==> config.mk <==
export PLATFORM = sky130hd
export DESIGN_NAME = tqv_spi_bridge
export DESIGN_NICKNAME = d
export VERILOG_FILES = /design/src/rtl/tqv_spi_bridge.sv
export SDC_FILE = /design/constraint.sdc
export NUM_CORES = 1
export LEC_CHECK = 0
export ABC_AREA = 1
export CAP_MARGIN = 20
export CORE_ASPECT_RATIO = 0.7
export CORE_MARGIN = 4
export CORE_UTILIZATION = 53
export CTS_CLUSTER_DIAMETER = 200
export DETAILED_ROUTE_END_ITERATION = 7
export PLACE_DENSITY_LB_ADDON = 0.12
export SYNTH_ARGS = -nofsm -noshare
export SYNTH_HDL_FRONTEND = slang
export SYNTH_SLANG_ARGS = --single-unit
==> constraint.sdc <==
create_clock -name clk -period 2.13 [get_ports clk]
set_input_delay 0.426 -clock clk [delete_from_list [all_inputs] [get_ports clk]]
set_output_delay 0.426 -clock clk [all_outputs]
set_load 0.01 [all_outputs]
==> src/rtl/tqv_spi_bridge.sv <==
// SPI-slave (mode 0) to TinyQV peripheral register bus bridge.
// Optional read-wait timeout enabled by defining TQV_SPI_BRIDGE_TIMEOUT_EN.
module tqv_spi_bridge #(
   parameter int unsigned ADDR_W      = 6,
   parameter int unsigned REG_W       = 32,
   parameter int unsigned TIMEOUT_CYC = 64
) (
   input  logic              clk,
   input  logic              rst_n,
   input  logic              ena,
   input  logic              spi_cs_n,
   input  logic              spi_clk,
   input  logic              spi_mosi,
   output logic              spi_miso,
   output logic [ADDR_W-1:0] reg_addr,
   output logic              reg_rw,
   output logic [1:0]        txn_width,
   output logic [REG_W-1:0]  reg_data_o,
   output logic              reg_data_o_dv,
   output logic              reg_addr_v,
   input  logic [REG_W-1:0]  reg_data_i,
   input  logic              reg_data_i_dv
);
   localparam int unsigned CNT_W  = 6;
   localparam int unsigned TURN_W = 4;

   typedef enum logic [2:0] {IDLE, HDR, WDATA, RWAIT, RTURN, RDATA, DONE} state_t;

   state_t              state_q, state_d;
   logic                sclk_q;
   logic                armed_q, armed_d;
   logic [CNT_W-1:0]    bit_cnt_q, bit_cnt_d;
   logic [TURN_W-1:0]   turn_cnt_q, turn_cnt_d;
   logic [REG_W-1:0]    shift_q, shift_d;
   logic [ADDR_W-1:0]   addr_q, addr_d;
   logic                rw_q, rw_d;
   logic [1:0]          width_q, width_d;
   logic [REG_W-1:0]    wdata_q, wdata_d;
   logic                wdv_q, wdv_d;
   logic                addr_v_q, addr_v_d;
   logic                miso_q, miso_d;

   logic                rise, fall, cs_act, tmo_hit;
   logic [CNT_W-1:0]    nbits;
   logic [REG_W-1:0]    shift_in, rd_fill;

   assign rise     = spi_clk & ~sclk_q;
   assign fall     = ~spi_clk & sclk_q;
   assign cs_act   = ena & ~spi_cs_n;
   assign nbits    = CNT_W'(8) << width_q;
   assign shift_in = {shift_q[REG_W-2:0], spi_mosi};
   // Read data is left-aligned so MISO always shifts out of the MSB.
   assign rd_fill  = (reg_data_i_dv ? reg_data_i : {REG_W{1'b1}}) << (CNT_W'(REG_W) - nbits);

`ifdef TQV_SPI_BRIDGE_TIMEOUT_EN
   localparam int unsigned TMO_W = $clog2(TIMEOUT_CYC + 1);
   logic [TMO_W-1:0] tmo_q, tmo_d;

   always_comb begin
      tmo_d = '0;
      if (addr_v_q) tmo_d = tmo_q + TMO_W'(1);
   end

   assign tmo_hit = addr_v_q && (tmo_q == TMO_W'(TIMEOUT_CYC - 1));

   always_ff @(posedge clk or negedge rst_n) begin
      if (!rst_n) tmo_q <= '0;
      else        tmo_q <= tmo_d;
   end
`else
   logic unused_tmo;
   assign unused_tmo = ^TIMEOUT_CYC;
   assign tmo_hit    = 1'b0;
`endif

   always_comb begin
      state_d    = state_q;
      armed_d    = armed_q;
      bit_cnt_d  = bit_cnt_q;
      turn_cnt_d = turn_cnt_q;
      shift_d    = shift_q;
      addr_d     = addr_q;
      rw_d       = rw_q;
      width_d    = width_q;
      wdata_d    = wdata_q;
      wdv_d      = 1'b0;
      addr_v_d   = addr_v_q;
      miso_d     = 1'b0;

      // A pending request ends on data or timeout, whatever state we are in.
      if (addr_v_q && (reg_data_i_dv || tmo_hit)) addr_v_d = 1'b0;

      if (!cs_act) begin
         state_d  = IDLE;
         armed_d  = 1'b1;
         addr_v_d = 1'b0;
      end else begin
         case (state_q)
            IDLE: if (armed_q) begin
               state_d   = HDR;
               bit_cnt_d = '0;
               shift_d   = '0;
            end
            HDR: if (rise) begin
               shift_d   = shift_in;
               bit_cnt_d = bit_cnt_q + CNT_W'(1);
               if (bit_cnt_q == CNT_W'(15)) begin
                  rw_d       = shift_in[15];
                  width_d    = shift_in[9:8];
                  addr_d     = shift_in[ADDR_W-1:0];
                  bit_cnt_d  = '0;
                  turn_cnt_d = '0;
                  shift_d    = '0;
                  if (shift_in[9:8] == 2'b11) begin
                     state_d = DONE;
                  end else if (shift_in[15]) begin
                     state_d = WDATA;
                  end else begin
                     state_d  = RWAIT;
                     addr_v_d = 1'b1;
                  end
               end
            end
            WDATA: if (rise) begin
               shift_d   = shift_in;
               bit_cnt_d = bit_cnt_q + CNT_W'(1);
               if (bit_cnt_q == nbits - CNT_W'(1)) begin
                  wdata_d = shift_in;
                  wdv_d   = 1'b1;
                  state_d = DONE;
               end
            end
            RWAIT: begin
               if (rise) turn_cnt_d = turn_cnt_q + TURN_W'(1);
               if (reg_data_i_dv || tmo_hit) begin
                  shift_d = rd_fill;
                  state_d = RTURN;
               end
               // Turnaround over without data: stream zeros, keep waiting.
               if (rise && turn_cnt_q == TURN_W'(7)) begin
                  state_d   = RDATA;
                  bit_cnt_d = '0;
               end
            end
            RTURN: if (rise) begin
               turn_cnt_d = turn_cnt_q + TURN_W'(1);
               if (turn_cnt_q == TURN_W'(7)) begin
                  state_d   = RDATA;
                  bit_cnt_d = '0;
               end
            end
            RDATA: begin
               miso_d = miso_q;
               if (fall) begin
                  miso_d  = shift_q[REG_W-1];
                  shift_d = shift_q << 1;
               end
               if (rise) begin
                  bit_cnt_d = bit_cnt_q + CNT_W'(1);
                  if (bit_cnt_q == nbits - CNT_W'(1)) begin
                     miso_d  = 1'b0;
                     state_d = DONE;
                  end
               end
            end
            DONE: begin
            end
            default: state_d = IDLE;
         endcase
      end
   end

   always_ff @(posedge clk or negedge rst_n) begin
      if (!rst_n) begin
         state_q    <= IDLE;
         sclk_q     <= 1'b0;
         armed_q    <= 1'b0;
         bit_cnt_q  <= '0;
         turn_cnt_q <= '0;
         shift_q    <= '0;
         addr_q     <= '0;
         rw_q       <= 1'b0;
         width_q    <= 2'b00;
         wdata_q    <= '0;
         wdv_q      <= 1'b0;
         addr_v_q   <= 1'b0;
         miso_q     <= 1'b0;
      end else begin
         state_q    <= state_d;
         sclk_q     <= spi_clk;
         armed_q    <= armed_d;
         bit_cnt_q  <= bit_cnt_d;
         turn_cnt_q <= turn_cnt_d;
         shift_q    <= shift_d;
         addr_q     <= addr_d;
         rw_q       <= rw_d;
         width_q    <= width_d;
         wdata_q    <= wdata_d;
         wdv_q      <= wdv_d;
         addr_v_q   <= addr_v_d;
         miso_q     <= miso_d;
      end
   end

   assign spi_miso      = miso_q;
   assign reg_addr      = addr_q;
   assign reg_rw        = rw_q;
   assign txn_width     = width_q;
   assign reg_data_o    = wdata_q;
   assign reg_data_o_dv = wdv_q;
   assign reg_addr_v    = addr_v_q;
endmodule

==> results.toml <==
[cells_and_area]
drive_above_1_share_pct = 9.407
final_common_cell = "nand2_1"
ff_latch_area_um2 = 2277
antenna_cells = 0
area_growth_pct = 30.62
nNetsFinal = 728
mostFrequentLayoutCells = "159 x nand2_1, 91 x dfrtp_1, 81 x clkdlybuf4s50_1"
multiInputGateArea_um2 = 1917
num-fill-cells = 679
fin_cells = 811

[yosys]
seq_area_frac_synth_pct = 49.63
ys_ff_latch = 91
synth_nets = 632
yosys_warnings = 0
synth.distinct_cells = 33
postSynthAreaPerCell_um2 = 7.763
netlist_area_um2 = 4588
synthCells = 591

[drt]
ant_nets = 0
drcViolationCount = 0
drtIter0Drc = 381
vias = 4244
drtPass1Iterations = 5
wl_per_cell_um = 15.27
wirelength_um = 12390
routed_via_density = 5.233

[floorplanning]
fp-row-count = 28
start_util_pct = 54.34
dieArea_um2 = 10230
pin_count = 83
die_w_um = 119.2
core_um2 = 8443
die_y_um = 85.85

[pwr]
netSwitchingFraction_pct = 25.16
power.share.clock_pct = 42.4
power_frac_comb_pct = 12.7
ir_drop_uv = 562.4
leakagePower_nw = 2.724
p_int_mw = 3.002
power.net_switching_mw = 1.009
p_per_area_nw_per_um2 = 669.4
seq_power_share_pct = 44.9
p_total_mw = 4.012

[clocking]
postCtsSetupRepairBufs = 0
clkLatencyLatePin_ns = 0.34
cts_root_buf = "clkbuf_16"
cts_buffer_depth = 2
cts_made_buffers = 9
clock-sinks = 91
clk_pin_slew_ns = 0.06
cts_tree = "built"
cts-resized-gates = 0
cts.htree.levels = 3
cts-hold-fix-buffers = 0

[placement]
place_ws_ns = -0.06400
dpl.hpwl_um = 9145
place_congestion = 0.9873
io_buffers = 82
place_inst = 796

[timing]
hold_viol = 0
period_minus_slack_ns = 1.914
max-slew-margin-rel_pct = 65.95
tightest_slew_ns = 0.5102
finalMaxSlewViolations = 0
setup_viol = 0
fin_skew_ns = 0.004697
period_share_pct = 89.86
rsz0062_at_grt = "no"
timing.fmax_ghz = 0.5225
worst_slack_ns = 0.2160

[setup_path]
worstSetupEndpointType = "flop"
worstSetupStartpointType = "flop"
rrSetupSlack_ns = 0.22
crit_arrival_ns = 2.18
rr_endpoint = "shift_q[8]"
crit_type = "reg2reg"
cp_max_fo = 16
reg2reg_depth = 9
crit_start = "state_q[2]"
r2r_start = "state_q[2]"
crit_required_ns = 2.40

[job]
drv_cap = 0

[outcome]
status = "finished clean"

[global_routing]
grt_first_pass_wirelength_um = 20330
grt_max_degree = 62
antenna_found_initial = 0
grt_overflow_total = 0
grt_usage_pct = 25.07
grt_pass1_vias = 4095

[hold_path]
hp-class = "in2async"
-- worst max path at each step --
stage / end / slack (ns) / cells after the start
final: shift_q[8] / 0.22 / 9
after detailed placement: bit_cnt_q[2] / -0.06 / 10
after global placement: shift_q[24] / -0.03 / 8
after floorplan: reg_addr[4] / 0.60 / 8
after global routing: bit_cnt_q[0] / 0.07 / 10
after CTS: txn_width[1] / 0.22 / 1
-- critical path, cell delays in order, from the launching register on --
cell     delay [ns]
dfrtp_1        0.50
nor2_2         0.21
nand2_1        0.15
inv_2          0.14
nand2_2        0.12
nand2_4        0.18
inv_2          0.17
o21ai_0        0.21
nand2_1        0.07
o21ai_1        0.07
-- power groups by stage --
stage | Clock [mW] | Sequential, mW | Combinational [mW]
finish | 1.70 | 1.80 | 0.508
global route | 1.81 | 1.80 | 0.557
CTS | 1.73 | 1.80 | 0.502
detailed placement | 0 | 1.83 | 0.500
global placement | 0 | 1.83 | 0.496
floorplan | 0 | 1.82 | 0.289
-- Yosys cell counts, drive strengths merged --
cell / number / area (µm²)
a21oi: 14 / 70.07
a22oi: 3 / 22.52
a31oi: 1 / 6.260
buf: 20 / 130.1
clkbuf: 4 / 16.26
dfrtp: 91 / 2277
ha: 2 / 25.02
inv: 66 / 247.7
nand2: 162 / 620.6
nand3: 28 / 160.2
nand3b: 1 / 7.510
nand4: 4 / 25.02
nor2: 53 / 216.5
nor3: 4 / 31.28
nor4: 1 / 6.260
o211ai: 7 / 52.55
o21a: 2 / 15.01
o21ai: 123 / 619.4
o22ai: 2 / 12.51
xnor2: 1 / 8.760
xor2: 2 / 17.52
-- through the flow --
| step | cell area, µm² | hold slack (ns) | utilization (%) | setup TNS, ns |
|---|---|---|---|---|
| 2_1_floorplan | 4588 | 0.1304 | - | 0 |
| 3_3_place_gp | 5675 | 0.3840 | 67.22 | -0.1742 |
| 3_5_place_dp | 5675 | 0.3948 | 67.22 | -0.4086 |
| 4_1_cts | 5993 | 0.03125 | 70.98 | 0 |
| 5_1_grt | 5993 | 0.04703 | 70.98 | 0 |
| 6_report | 5993 | 0.01777 | 70.98 | 0 |
-- cells by family (layout without fill, tap and decap cells) --
logic type	Yosys count	after routing	synth area share [%]
buffers and inverters	90	190	8.590
flip-flops	91	91	49.63
XOR/XNOR	3	3	0.5728
AND/OR/NAND/NOR	253	253	23.26
AO/OA/AOI/OAI	152	152	17.40
adder cells (fa/ha/maj)	2	2	0.5453
-- sequential cells by signal (all words and copies together), names as in the netlist --
| signal | count |
|---|---|
| sclk_q | 1 |
| state_q | 3 |
| txn_width | 2 |
| armed_q | 1 |
| reg_addr_v | 1 |
| turn_cnt_q | 4 |
| reg_addr | 6 |
| bit_cnt_q | 6 |
| spi_miso | 1 |
| reg_data_o_dv | 1 |
| reg_rw | 1 |
| shift_q | 32 |
| reg_data_o | 32 |
-- layer usage --
metal / share of wire, % / routed length, µm / track usage [%]
met3: 6.9 / 853 / 5.735
met1: 49 / 6014 / 37.36
met4: 1.1 / 131 / 5.573
met5: 0 / 0 / 0
met2: 43 / 5385 / 37.62
-- layout make-up --
cell class,count,area share (%)
Timing Repair Buffer,109,18.08
Clock inverter,4,1.253
Tap cell,120,2.505
Multi-Input combinational cell,410,31.98
Inverter,66,4.134
Clock buffer,11,4.050
Sequential cell,91,38.00
Power figures use the tool's default switching activity.
